[src/rtl/fetch_stage.sv]
// RV32I instruction-fetch front end: owns pcF, one outstanding imem request,
// hold buffer for stalled decode, and the F/D pipeline register.
module fetch_stage #(
  parameter logic [31:0] RESET_PC = 32'h0000_0000,
  parameter logic [31:0] NOP      = 32'h0000_0013
) (
  input  logic        clk,
  input  logic        rst,
  input  logic        stall,
  input  logic        redirect_en,
  input  logic [31:0] redirect_pc,
  input  logic        pred_taken,
  input  logic [31:0] pred_pc,
  output logic        imem_req,
  output logic [31:0] imem_addr,
  input  logic [31:0] imem_rdata,
  input  logic        imem_rvalid,
  output logic [31:0] instF,
  output logic        instF_valid,
  output logic [31:0] instD,
  output logic [31:0] pcD,
  output logic        validD
);

  typedef enum logic [1:0] {
    ST_ISSUE,
    ST_WAIT,
    ST_FULL
  } state_t;

  state_t      r_state;
  state_t      w_state_n;
  logic [31:0] r_pcF;
  logic [31:0] w_pcF_n;
  logic [31:0] r_hold;
  logic [31:0] w_hold_n;
  logic        r_drop;
  logic        w_drop_n;
  logic [31:0] r_instD;
  logic [31:0] w_instD_n;
  logic [31:0] r_pcD;
  logic [31:0] w_pcD_n;
  logic        r_validD;
  logic        w_validD_n;

  logic        w_fresh;
  logic        w_full;
  logic [31:0] w_pc_adv;
  logic [31:0] w_redir_pc;
  logic        w_unused;

  assign w_unused = ^{redirect_pc[1:0], pred_pc[1:0]};

  assign w_fresh    = (r_state == ST_WAIT) && imem_rvalid && !r_drop;
  assign w_full     = (r_state == ST_FULL);
  assign w_redir_pc = {redirect_pc[31:2], 2'b00};
  assign w_pc_adv   = pred_taken ? {pred_pc[31:2], 2'b00}
                                 : r_pcF + 32'd4;

  assign imem_req  = !rst && (r_state == ST_ISSUE);
  assign imem_addr = r_pcF;

  always_comb begin
    instF       = NOP;
    instF_valid = 1'b0;
    unique case (1'b1)
      w_full: begin
        instF       = r_hold;
        instF_valid = 1'b1;
      end
      w_fresh: begin
        instF       = imem_rdata;
        instF_valid = 1'b1;
      end
      default: ;
    endcase
  end

  always_comb begin
    w_state_n  = r_state;
    w_pcF_n    = r_pcF;
    w_hold_n   = r_hold;
    w_drop_n   = r_drop;
    w_instD_n  = r_instD;
    w_pcD_n    = r_pcD;
    w_validD_n = r_validD;

    if (redirect_en) begin
      // Redirect beats stall and prediction; anything in F is now wrong-path.
      w_pcF_n    = w_redir_pc;
      w_hold_n   = NOP;
      w_instD_n  = NOP;
      w_validD_n = 1'b0;
      case (r_state)
        ST_ISSUE: begin
          w_drop_n  = 1'b1;
          w_state_n = ST_WAIT;
        end
        ST_WAIT: begin
          if (imem_rvalid) begin
            w_drop_n  = 1'b0;
            w_state_n = ST_ISSUE;
          end else begin
            w_drop_n  = 1'b1;
          end
        end
        default: w_state_n = ST_ISSUE;
      endcase
    end else begin
      if (!stall && !instF_valid) begin
        w_instD_n  = NOP;
        w_validD_n = 1'b0;
      end
      case (r_state)
        ST_ISSUE: w_state_n = ST_WAIT;
        ST_WAIT: begin
          if (imem_rvalid && r_drop) begin
            w_drop_n  = 1'b0;
            w_state_n = ST_ISSUE;
          end else if (imem_rvalid) begin
            if (stall) begin
              w_hold_n  = imem_rdata;
              w_state_n = ST_FULL;
            end else begin
              w_instD_n  = imem_rdata;
              w_pcD_n    = r_pcF;
              w_validD_n = 1'b1;
              w_pcF_n    = w_pc_adv;
              w_state_n  = ST_ISSUE;
            end
          end
        end
        default: begin
          if (!stall) begin
            w_instD_n  = r_hold;
            w_pcD_n    = r_pcF;
            w_validD_n = 1'b1;
            w_pcF_n    = w_pc_adv;
            w_state_n  = ST_ISSUE;
          end
        end
      endcase
    end
  end

  always_ff @(posedge clk or posedge rst) begin
    if (rst) begin
      r_state  <= ST_ISSUE;
      r_pcF    <= RESET_PC;
      r_hold   <= NOP;
      r_drop   <= 1'b0;
      r_instD  <= NOP;
      r_pcD    <= 32'd0;
      r_validD <= 1'b0;
    end else begin
      r_state  <= w_state_n;
      r_pcF    <= w_pcF_n;
      r_hold   <= w_hold_n;
      r_drop   <= w_drop_n;
      r_instD  <= w_instD_n;
      r_pcD    <= w_pcD_n;
      r_validD <= w_validD_n;
    end
  end

  assign instD  = r_instD;
  assign pcD    = r_pcD;
  assign validD = r_validD;

endmodule
[config.mk]
export PLATFORM = sky130hd
export DESIGN_NAME = fetch_stage
export DESIGN_NICKNAME = d
export VERILOG_FILES = /design/src/rtl/fetch_stage.sv
export SDC_FILE = /design/constraint.sdc
export NUM_CORES = 1
export LEC_CHECK = 0
export BUFFER_PORTS_ARGS = -buffer_cell sky130_fd_sc_hd__buf_4
export CAP_MARGIN = 30
export CORE_ASPECT_RATIO = 2
export CORE_UTILIZATION = 40
export DETAILED_ROUTE_END_ITERATION = 16
export PLACE_DENSITY = 0.66
export SETUP_SLACK_MARGIN = 0.15
export SLEW_MARGIN = 20
export SYNTH_ARGS = -nofsm -noshare
export SYNTH_HDL_FRONTEND = slang
export SYNTH_SLANG_ARGS = --single-unit
[constraint.sdc]
create_clock -name clk -period 10.6 [get_ports clk]
set_input_delay 0 -clock clk [delete_from_list [all_inputs] [get_ports clk]]
set_output_delay 0 -clock clk [all_outputs]
set_load 0.05 [all_outputs]
==> results by group <==
Layout
  – Area grow syn2layout: 48.1%
  – # diodes: 0
  – Layout cells sized above 1: 0.323
  – Net count reported at finish: 1,082
  – Fill count: 1,408
  – Finished Layout Cells: 1,196
  – Final core occ: 0.607

Global routing
  – Met1 GRT Util: 0.264
  – Vias in the first global route: 6,857
  – Top Usage Layer GRT: met2
  – Tot GR Track Use: 0.267
  – Initial antenna violation count: 0
  – Met3 Use GR: 0.0557
  – Largest net degree at the start of global routing: 71
  – Met2 Usage GRT: 0.512
  – GRT overflow: 0
  – First-pass GRT wire length: approximately 35,000 um

Die
  – Die Footprint: 0.0172 sq mm
  – Initial core utilization: 0.410
  – IO Pins: between 200 and 250
  – Row Count: 66
  – Core Region: between 0.015 and 0.02 sq mm
  – Die H: around 180 um
  – Die W: about 93 um

Clock tree
  – Clock root buffer: clkbuf_16
  – Post-CTS sizing: 0
  – Clk sink count: around 130
  – CTS tree: done
  – Worst skew pair latency: 0.42 ns
  – Post-CTS Setup Bufs: 0
  – Clk pin slew, worst setup/hold paths: approximately 0.060 ns
  – Clock Tree Buf Depth: 2
  – Number of H-tree levels: 4
  – CTS buffer count: 17

Timing
  – Hold WS: 0.0151 ns
  – Achievable Freq: 330 MHz
  – Tmin final: between 3 and 4 ns
  – Max Slew Vio Count: 0
  – # setup viols final: 0
  – Setup TNS: 0 ns
  – Clk_skew: 0.00698 ns
  – RSZ-0062 raised after global routing: false
  – Max_slew headroom: 0.467
  – Period utilization: 0.286
  – Final hold vios: 0
  – Tightest Pin Transition: about 0.8 ns

Detailed routing
  – Vias: ~6,700
  – DRC viols: 0
  – Wire length per cell: 18.9 um
  – DRT iter0 DRCs: 339
  – DR vias/cell: between 5 and 6
  – Drt pass-1 iters: 5
  – Final antenna-violating net count: 0
  – Routed wire length: approximately 23,000 um

Setup path
  – Data arrival, critical path: 3.33 ns
  – Crit end category: flip-flop
  – Critical path peak fanout: 8
  – CP startpoint: imem_addr[8]
  – Type of origin of the critical path: flip-flop
  – Critical path data required time: roughly 11 ns
  – Critical path class: reg2reg
  – Reg-to-Reg Start: imem_addr[8]

Logic synthesis
  – FF+latch count, synth: 128
  – Sequential share of the synthesized area: 0.482
  – Syn avg cell area: 9.44 sq um
  – Distinct cells, synth: 63
  – Syn Inst Count: 706
  – Async SR Flop Fraction: 1.00
  – Yosys warns: 0
  – Mapped Area: 0.00667 sq mm
  – Post-synth EDFFs: 0
  – Ys flop type: dfrtp_1

Power and ir drop
  – Final Power: about 1.9 mW
  – PD cells: 193 mW/mm^2
  – P_leak: between 4 and 5 nW
  – Worst VDD drop: 0.000117 V

Worst hold path
  – Hold_sp: pred_pc[18]
  – Min-Delay Path Class: in2reg

Run
  – Max-cap violations: 0

Placed design
  – Dpl hpwl: about 15,000 um
  – Inst Count DP: 1,086
  – Port-buffer cells: 224
  – GPL Wtd Cong: 0.835

Status
  – Outcome: completed
## layout make-up
type	instances	area, sq um	area share
Timing Repair Buffer	313	2580	0.261
Clock inverter	15	170	0.0172
Clock buffer	17	425	0.0431
Sequential cell	128	3210	0.325
Multi-Input combinational cell	505	3180	0.322
Tap cell	204	255	0.0258
Inverter	14	57.6	0.00583
## path summary, 6_finish.rpt
path,endpoint,slack (ns),cells past startpoint
min in group asynchronous,r_drop,0.20,3
worst min-delay path,imem_addr[18],0.02,4
worst min register to register,r_hold[0],0.50,2
worst max-delay path,imem_addr[19],7.57,6
worst max register to register,imem_addr[19],7.57,6
max in group asynchronous,instD[0],9.30,5
## logic make-up after synthesis
kind of cell | synth area share
buffers and inverters | 0.0452
flip-flops | 0.482
AND/OR/NAND/NOR | 0.197
multiplexers | 0.0582
XOR/XNOR | 0.0223
adder cells (fa/ha/maj) | 0.00188
other | 0.000562
AO/OA/AOI/OAI | 0.193
## flip-flops by register name, indices dropped and copies added (netlist names)
signal,count
imem_addr,30
r_hold,32
instD,32
validD,1
pcD,30
r_state,2
r_drop,1
## metal layers
| layer | wire length (um) | up-vias |
|---|---|---|
| met3 | 1180 | 43 |
| met5 | 0 | - |
| met4 | 737 | 0 |
| met1 | 7940 | 3286 |
| li1 | - | 3107 |
| met2 | 12700 | 235 |
## critical path, stage by stage (launching register included)
cell           delay [ns]
dfrtp_1              0.54
nand4_2              0.22
or4_1                0.76
or4_4                0.55
a221oi_2             0.25
nor2_1               0.05
dlygate4sd3_1        0.55
## power breakdown
group	leakage [nW]	switching (mW)	internal, mW
sequential	1.63	0.0649	0.567
combinational	2.58	0.441	0.232
clock	0.280	0.231	0.367
total	4.49	0.737	1.17
## cells in the mapped netlist, drive strengths merged, types with 2 or more instances
cell	count	area (sq um)
dfrtp	122	3050
nand2	111	417
clkbuf	54	203
a21oi	47	235
nor3	47	235
a221oi	33	295
nor2b	31	194
a22o	30	263
mux2	30	338
o21ai	23	115
nand3	19	95.1
nor2	18	67.6
and3	13	81.3
inv	13	48.8
o221ai	9	78.8
xor2	9	78.8
buf	8	46.3
xnor2	8	70.1
nand4	7	50.1
dfstp	6	158
o22ai	6	37.5
mux2i	5	50.1
nor4	4	25.0
o21a	4	30.0
or3	4	25.0
a21o	3	22.5
o311ai	3	26.3
or4	3	26.3
a22oi	2	15.0
a31oi	2	12.5
and2	2	12.5
and4	2	18.8
nand2b	2	12.5
o221a	2	22.5
o22a	2	17.5
o2bb2ai	2	17.5
or2	2	12.5
## cell usage in the layout, fill, tap and decap left out, types with 17 or more instances in the layout
master,instances
a21oi_1,47
nor2b_1,31
mux2_2,30
a221oi_1,32
nand3_1,19
buf_4,234
nand2_1,111
o21ai_0,23
dfrtp_1,122
nor3_1,46
clkbuf_16,17
dlygate4sd3_1,76
a22o_1,30
## stage by stage
step           cell area, sq um  setup slack [ns]
6_report                   9870              7.57
5_1_grt                    9870              7.45
3_3_place_gp               8460              7.53
4_1_cts                    9820              7.50
2_1_floorplan              6680              7.20
3_5_place_dp               8460              7.49
## repair_timing
action | 4_1_cts | 5_1_grt
hold endpoints to repair | 151 | 0
hold buffers | 76 | 0
setup endpoints to repair | 0 | 0
Note: power is estimated with default switching activity, not from simulation.
